<file path="src/rtl/alu_issue.sv">
// alu_issue: in-order-preference issue buffer feeding the ALU exeparam interface.
// Holds up to DP renamed micro-ops in a compacting queue (entry 0 oldest), checks
// operand readiness against the live writeback log and issues the oldest ready
// micro-op through registered vaild/packet outputs.
module alu_issue #(
  parameter int RN = 6,                // physical register index width
  parameter int RP = 2,                // writeback log is 32*RP bits
  parameter int DW = 128 + 3 * RN + 4, // micro-op packet width (flags in the MSBs)
  parameter int DP = 4                 // buffer depth (2..8)
) (
  input  logic            CLK,
  input  logic            RSTn,
  input  logic            flush,
  input  logic            alu_dispat_vaild,
  input  logic [DW-1:0]   alu_dispat_info,
  output logic            alu_buffer_full,
  input  logic [32*RP-1:0] wbLog_qout,
  output logic            alu_exeparam_vaild,
  output logic [DW-1:0]   alu_exeparam
);

  localparam int CW = $clog2(DP + 1);
  localparam int IW = $clog2(DP);
  localparam int RS2_LSB = 128 + RN;
  localparam int RS1_LSB = 128 + 2 * RN;

  logic [DW-1:0] entry_reg  [DP];
  logic [DW-1:0] entry_next [DP];
  logic [DP-1:0] valid_reg;
  logic [DP-1:0] valid_next;
  logic [DP-1:0] ready;
  logic          full_reg;
  logic          full_next;
  logic          vaild_reg;
  logic [DW-1:0] param_reg;

  logic          sel_found;
  logic [IW-1:0] sel_idx;
  logic [CW-1:0] count;
  logic [CW-1:0] wr_idx;
  logic [CW-1:0] cnt_next;
  logic          accept;

  // Per-entry readiness: register index 0 is a hardwired zero and never waits.
  generate
    for (genvar gi = 0; gi < DP; gi++) begin : g_ready
      logic [RN-1:0] rs1;
      logic [RN-1:0] rs2;
      assign rs1 = entry_reg[gi][RS1_LSB +: RN];
      assign rs2 = entry_reg[gi][RS2_LSB +: RN];
      assign ready[gi] = valid_reg[gi]
                       & ((rs1 == '0) | wbLog_qout[rs1])
                       & ((rs2 == '0) | wbLog_qout[rs2]);
    end
  endgenerate

  // Oldest-ready select and occupancy count.
  always_comb begin
    sel_found = 1'b0;
    sel_idx   = '0;
    count     = '0;
    for (int e = DP - 1; e >= 0; e--) begin
      if (ready[e]) begin
        sel_found = 1'b1;
        sel_idx   = IW'(e);
      end
    end
    for (int e = 0; e < DP; e++) begin
      count = count + CW'(valid_reg[e]);
    end
  end

  // Next queue state: compact out the issued entry, then append the dispatch.
  always_comb begin
    entry_next = entry_reg;
    valid_next = valid_reg;
    accept     = alu_dispat_vaild & ~full_reg & ~flush;
    wr_idx     = count - CW'(sel_found);
    if (sel_found) begin
      for (int e = 0; e < DP - 1; e++) begin
        if (IW'(e) >= sel_idx) begin
          entry_next[e] = entry_reg[e + 1];
          valid_next[e] = valid_reg[e + 1];
        end
      end
      valid_next[DP-1] = 1'b0;
    end
    if (accept) begin
      for (int e = 0; e < DP; e++) begin
        if (wr_idx == CW'(e)) begin
          entry_next[e] = alu_dispat_info;
          valid_next[e] = 1'b1;
        end
      end
    end
    cnt_next  = count - CW'(sel_found) + CW'(accept);
    full_next = (cnt_next == CW'(DP));
  end

  // Control state and registered issue outputs; flush wins over issue/dispatch.
  always_ff @(posedge CLK or negedge RSTn) begin
    if (!RSTn) begin
      valid_reg <= '0;
      full_reg  <= 1'b0;
      vaild_reg <= 1'b0;
      param_reg <= '0;
    end else if (flush) begin
      valid_reg <= '0;
      full_reg  <= 1'b0;
      vaild_reg <= 1'b0;
    end else begin
      valid_reg <= valid_next;
      full_reg  <= full_next;
      vaild_reg <= sel_found;
      if (sel_found) begin
        param_reg <= entry_reg[sel_idx];
      end
    end
  end

  // Payload storage; qualified by valid_reg so it needs no reset.
  always_ff @(posedge CLK) begin
    entry_reg <= entry_next;
  end

  assign alu_buffer_full    = full_reg;
  assign alu_exeparam_vaild = vaild_reg;
  assign alu_exeparam       = param_reg;

endmodule

</file>
<file path="config.mk">
export PLATFORM = sky130hd
export DESIGN_NAME = alu_issue
export DESIGN_NICKNAME = d
export VERILOG_FILES = /design/src/rtl/alu_issue.sv
export SDC_FILE = /design/constraint.sdc
export NUM_CORES = 2
export LEC_CHECK = 0
export BUFFER_PORTS_ARGS = -buffer_cell sky130_fd_sc_hd__buf_2
export CORE_UTILIZATION = 64
export CTS_CLUSTER_SIZE = 25
export DETAILED_ROUTE_END_ITERATION = 12
export PLACE_DENSITY = 0.88
export SYNTH_ARGS = -nofsm -noshare
export SYNTH_HDL_FRONTEND = slang
export SYNTH_SLANG_ARGS = --single-unit
</file>
<file path="constraint.sdc">
create_clock -name CLK -period 25.3 [get_ports CLK]
set_input_delay 6.325 -clock CLK [delete_from_list [all_inputs] [get_ports CLK]]
set_output_delay 6.325 -clock CLK [all_outputs]
set_load 0.03 [all_outputs]
</file>
Word-level counts from Yosys, hierarchy flattened
Cells that the tools add are included.
- flip-flop bits (word level): 756
- input port bits: 218
- output and inout port bits: 152
- word-level logic and storage cells: 109
- $add $sub $neg: 5
- magnitude comparators: 12
- eq/ne operators: 4
- muxes and demuxes: 48
- bitwise gates (word level): 21
- reductions and logical operators: 11
- operators with widths (kind ; count):
    150-bit 2-to-1 mux ; 9
    600-bit 2-to-1 mux ; 1
    450-bit 2-to-1 mux ; 1
    150-bit binary-select mux with 2-bit select ; 1
    6-bit by 7-bit less-than comparator with 1-bit output (second input constant) ; 8
    1-bit binary-select mux with 6-bit select ; 8
    6-bit logical NOT ; 8
    1-bit 2-to-1 mux ; 21
    4-bit 2-to-1 mux ; 3
    1-bit bitwise AND ; 10
    2-bit 2-to-1 mux ; 4
    1-bit OR ; 8
    3-bit by 1-bit adder with 3-bit output ; 2
    3-bit by 2-bit equality test with 1-bit output (second input constant) ; 2
    1-bit by 2-bit >= comparator with 1-bit output (first input constant) ; 2
    2-bit AND reduction ; 2
    2-bit by 1-bit adder with 3-bit output ; 1
    3-bit by 1-bit equality test with 1-bit output (second input constant) ; 1
    3-bit equality test (second input constant) ; 1
    3-bit >= comparator (second input constant) ; 1
    3-bit logical NOT ; 1
    2-bit inverter with 3-bit output ; 1
    3-bit by 1-bit subtractor with 3-bit output ; 1
    1-bit by 1-bit adder with 2-bit output ; 1
    other kinds (2) ; 3

Longest topological paths before layout
- depth after elaboration: 15
- gate-level depth with buffers: 25
- depth with buffers taken out: 19

Worst setup path before layout
No wires, ideal clock.
- path type: input-to-reg
- start: in wbLog_qout[11]
- end: reg entry_reg[0] (netlist bit), enable pin
- arrival time: 13.940 ns
- data required time: 24.770 ns
- setup slack: 10.830 ns
- stages on the path: 17
- buffers on the path: 1
- cells stage by stage: mux4_2 -> a22oi_1 -> a311oi_1 -> a2111oi_2 -> a211oi_2 -> and2_4 -> nor2_1 -> clkbuf_1 -> nand2_1 -> ha_1 -> fa_1 -> inv_1 -> ha_1 -> fa_1 -> xor2_1 -> nor4b_1 -> and3_1
- cells in the longest elaborated chain, start to end: 12
- elaborated cells between the ends (all ways): 39
- classes of those cells: 1 x add/sub; 1 x eq/ne; 20 x mux; 16 x bitwise; 1 x reduce/logical
- ends and longest elaborated chain (element ; RTL line ; text):
    start, declared ; 17 ; input logic [32*RP-1:0] wbLog_qout,
    1-bit binary-select mux with 6-bit select ; 52 ; & ((rs1 == '0) | wbLog_qout[rs1])
    1-bit 2-to-1 mux (not written as such) ; 52 ;
    1-bit OR ; 52 ;
    1-bit bitwise AND ; 52 ;
    1-bit bitwise AND ; 53 ; & ((rs2 == '0) | wbLog_qout[rs2]);
    1-bit 2-to-1 mux (3 in a row) ; 63 ; if (ready[e]) begin
    1-bit 2-to-1 mux (*) ; 63 ;
    3-bit by 1-bit subtractor with 3-bit output (*) ; 78 ; wr_idx = count - CW'(sel_found);
    3-bit by 2-bit equality test with 1-bit output (*) ; 90 ; if (wr_idx == CW'(e)) begin
    2-bit AND reduction (no source line) (*) ; n/a ;
    end signal, assigned ; 123 ; entry_reg <= entry_next;
    end, declared ; 27 ; logic [DW-1:0] entry_reg [DP];
Mark *: on every way between the ends. The rest lies on a longest branch, timed or not. The select of a mux whose other input is x is not followed.
A chain may end at the register's enable or synchronous reset.

==> results.md <==
- Vias in the first global route: 33000
- Sequential area share after synthesis: 46.0%
- Clk sink count: 756
- FP Rows: 88
- Final Hold Fails: 0
- Global-route wire length before repair: 184 mm
- Setup Buffers After CTS: 0
- Width of the die: 245 um
- R2R Setup Slk: 16.64 ns
- Setup Viol. Count Final: 0
- Nets: 4346
- Min Hold Slack: 0.478 ns
- Sequential power share: 35.6%
- Mapped Area: 37800 um2
- Synth async-reset ratio: 20.6%
- Crit path arrival time: 13.87 ns
- Fin area: 42200 um2
- Initial Util: 65.2%
- Clk Tree Root Cell: clkbuf_16
- Status: complete, no violations
- Syn nets: 4210
- Max incr delay on CP: 0.87 ns
- Synthesized netlist cell count: 3986
- Pin count of the biggest net entering global routing: 143
- Int Power: 3.54 mW
- Hold path depth: 2
- Via/cell ratio: 6.71
- Worst slack at placement: 10.67 ns
- Pins over their slew limit: 0
- Initial antenna violation count: 44
- Cells on worst reg2reg path: 20
- Clk pin slew, worst setup/hold paths: 0.06 ns
- I/O pin cnt: 370
- Max FFs per register: 600
- Post-Route WL: 120 mm
- Post-Syn Area per Cell: 9.49 um2
- Clk_lat worst skew: 0.64 ns
- Max frequency: 74.5 MHz
- Top sig layer: met5
- Peak supply drop: 115 uV
- H-tree levels: 3
- Setup CP Type: input pin to register
- Pwr/cell area: 148 nW/um2
- Metal3 WL: 16.3 mm
- Most common cell after layout, fill and taps aside: nand2_1
- Final ANT Viol Nets: 0
- Core area: 58000 um2
- Worst Tran Pin Value: 1.19 ns
- Tot Pwr: 6.27 mW
- Die Span Y: 245 um
- Total GRT Usage: 39.2%
- Port bufs: 369
- Leakage power total: 15.7 nW
- CTS resizes: 0
- Fin crit period: 13.42 ns
- GRT overflow: 0
- Slew headroom: 20.8%
- TritonCTS clock tree: done
- Min-delay worst type: register to register
- Drt drc: 0
- FF+latch count, synth: 756
- Combinational share of power: 45.7%
- Final worst-path cycle share: 53.1%
- Routed length per instance: 24.1 um
- Psw: 2.73 mW
- # Max-Cap Violations: 0
- Most frequent cells in the layout: nand2_1 (632), dfxtp_1 (450), mux2i_1 (368), buf_2 (368), o21ai_0 (354)
- WL met1: 44.3 mm
- WL met2: 53.7 mm
- Vias: 33400
- Placed cell areas: 39600 um2
- Clock Power Share: 18.6%
- Die area: 60100 um2
- Num CTS Buffers: 78
- CP Max Fanout: 107
- Final WS setup: 11.88 ns
- Synthesis-to-finish area growth: 11.7%
- Synth Flop Type: dfxtp_1
- Crit start category: input pin
- GP Congestion: 1.06
- Crit end category: register
- Netlist cell types: 73
- RSZ-0062 raised after global routing: no
- Share of cells above drive strength 1: 19.4%
- Switching part of the total: 43.5%
- Setup TNS: 0 ns
- Cts hold-fix bufs: 0
- Drt pass-1 iters: 9
- Worst path slowest cell: buf_4
- Dpl hpwl: 68.1 mm
- CP required: 25.75 ns
- Yosys warnings: 0
- Setup Skew: 0.0238 ns
- DR iter-0 viols: 3950
- CP Cell Sequence: buf_2, mux2i_1, a211o_1, a211o_1, o2111ai_1, nand4_1, o22ai_4, buf_12, nor2_4, nand2_1, ha_1, fa_1, inv_1, ha_1, fa_1, xor2_1, or4b_2, nor3_2, buf_4, buf_4, o21ai_0
- Max clock buf depth: 3
- Number of synthesized flops with an enable pin: 150
stage by stage:
| step | instances | utilization, % |
|---|---|---|
| final | 4984 | 72.8 |
| after global routing | 4974 | 72.7 |
| after CTS | 4951 | 72.6 |
| after detailed placement | 4806 | 68.2 |
| after global placement | 4806 | 68.2 |
| after floorplan | 3986 | - |
cells in the mapped netlist, drive strengths merged, types with 25 or more instances:
library cell	instances	share of area, %
buf	135	1.9
o22ai	151	2.5
a31oi	153	2.5
dfrtp	156	10
dfxtp	450	24
a21oi	166	2.2
nand3b	142	2.8
mux4	97	5.8
edfxtp	150	12
clkbuf	228	2.3
o21ai	454	6.0
mux2i	368	9.7
nor2b	25	0.41
nand2	633	6.3
nor2	337	3.3
mux2	150	4.5
final timing paths:
check                                             start                       endpoint
setup / recovery                         wbLog_qout[51]         entry_reg[567]$_DFF_P_
max in group asynchronous                          RSTn   alu_exeparam[37]$_DFFE_PN0P_
setup reg to reg                 entry_reg[434]$_DFF_P_         entry_reg[567]$_DFF_P_
hold reg to reg            alu_exeparam[13]$_DFFE_PN0P_   alu_exeparam[13]$_DFFE_PN0P_
hold / removal             alu_exeparam[13]$_DFFE_PN0P_   alu_exeparam[13]$_DFFE_PN0P_
min in group asynchronous                          RSTn  alu_exeparam[141]$_DFFE_PN0P_
per-layer routing:
layer / global-route usage (%) / up-vias
met5: 0 / -
met4: 21.6 / 30
met3: 13.7 / 492
met2: 60.3 / 2334
met1: 48.1 / 15900
li1: - / 14700
power by group through the flow:
stage	logic [mW]	registers (mW)	clock network (mW)
6_report	2.87	2.23	1.17
5_1_grt	3.08	2.28	1.22
4_1_cts	2.80	2.21	1.17
3_5_place_dp	2.77	2.22	0
3_3_place_gp	2.69	2.20	0
2_1_floorplan	1.91	2.28	0
final cells by class:
type                    instances  area, um2
diodes                         32       80.1
multi-input cells            2852      18900
inverters                      15       58.8
repair buffers                419       2270
clock buffers                 111       2260
flip-flops and latches        756      17400
fillers                      3988      15800
clock inverters                34        332
well taps                     765        957
critical path: cells and delay by family:
family	cells	cell delay, ns
adder cells (fa/ha/maj)	4	1.34
AO/OA/AOI/OAI	5	1.32
XOR/XNOR	1	0.20
multiplexers	1	0.14
AND/OR/NAND/NOR	5	2.13
buffers and inverters	5	2.28
logic make-up (layout without fill, tap and decap cells):
group                      after synthesis  after routing  share of synthesized area, %
other                                    0             32                             0
DFF                                    756            756                          46.0
adders and majority gates                6              6                         0.238
and+or+nand+nor                       1227           1227                          14.4
muxes                                  615            615                          20.0
buffers and inverters                  378            579                          4.27
xor gates and xnor gates                 2              2                        0.0463
AOI/OAI and AO/OA                     1002           1002                          15.1
(Power assumes the default switching activity.)
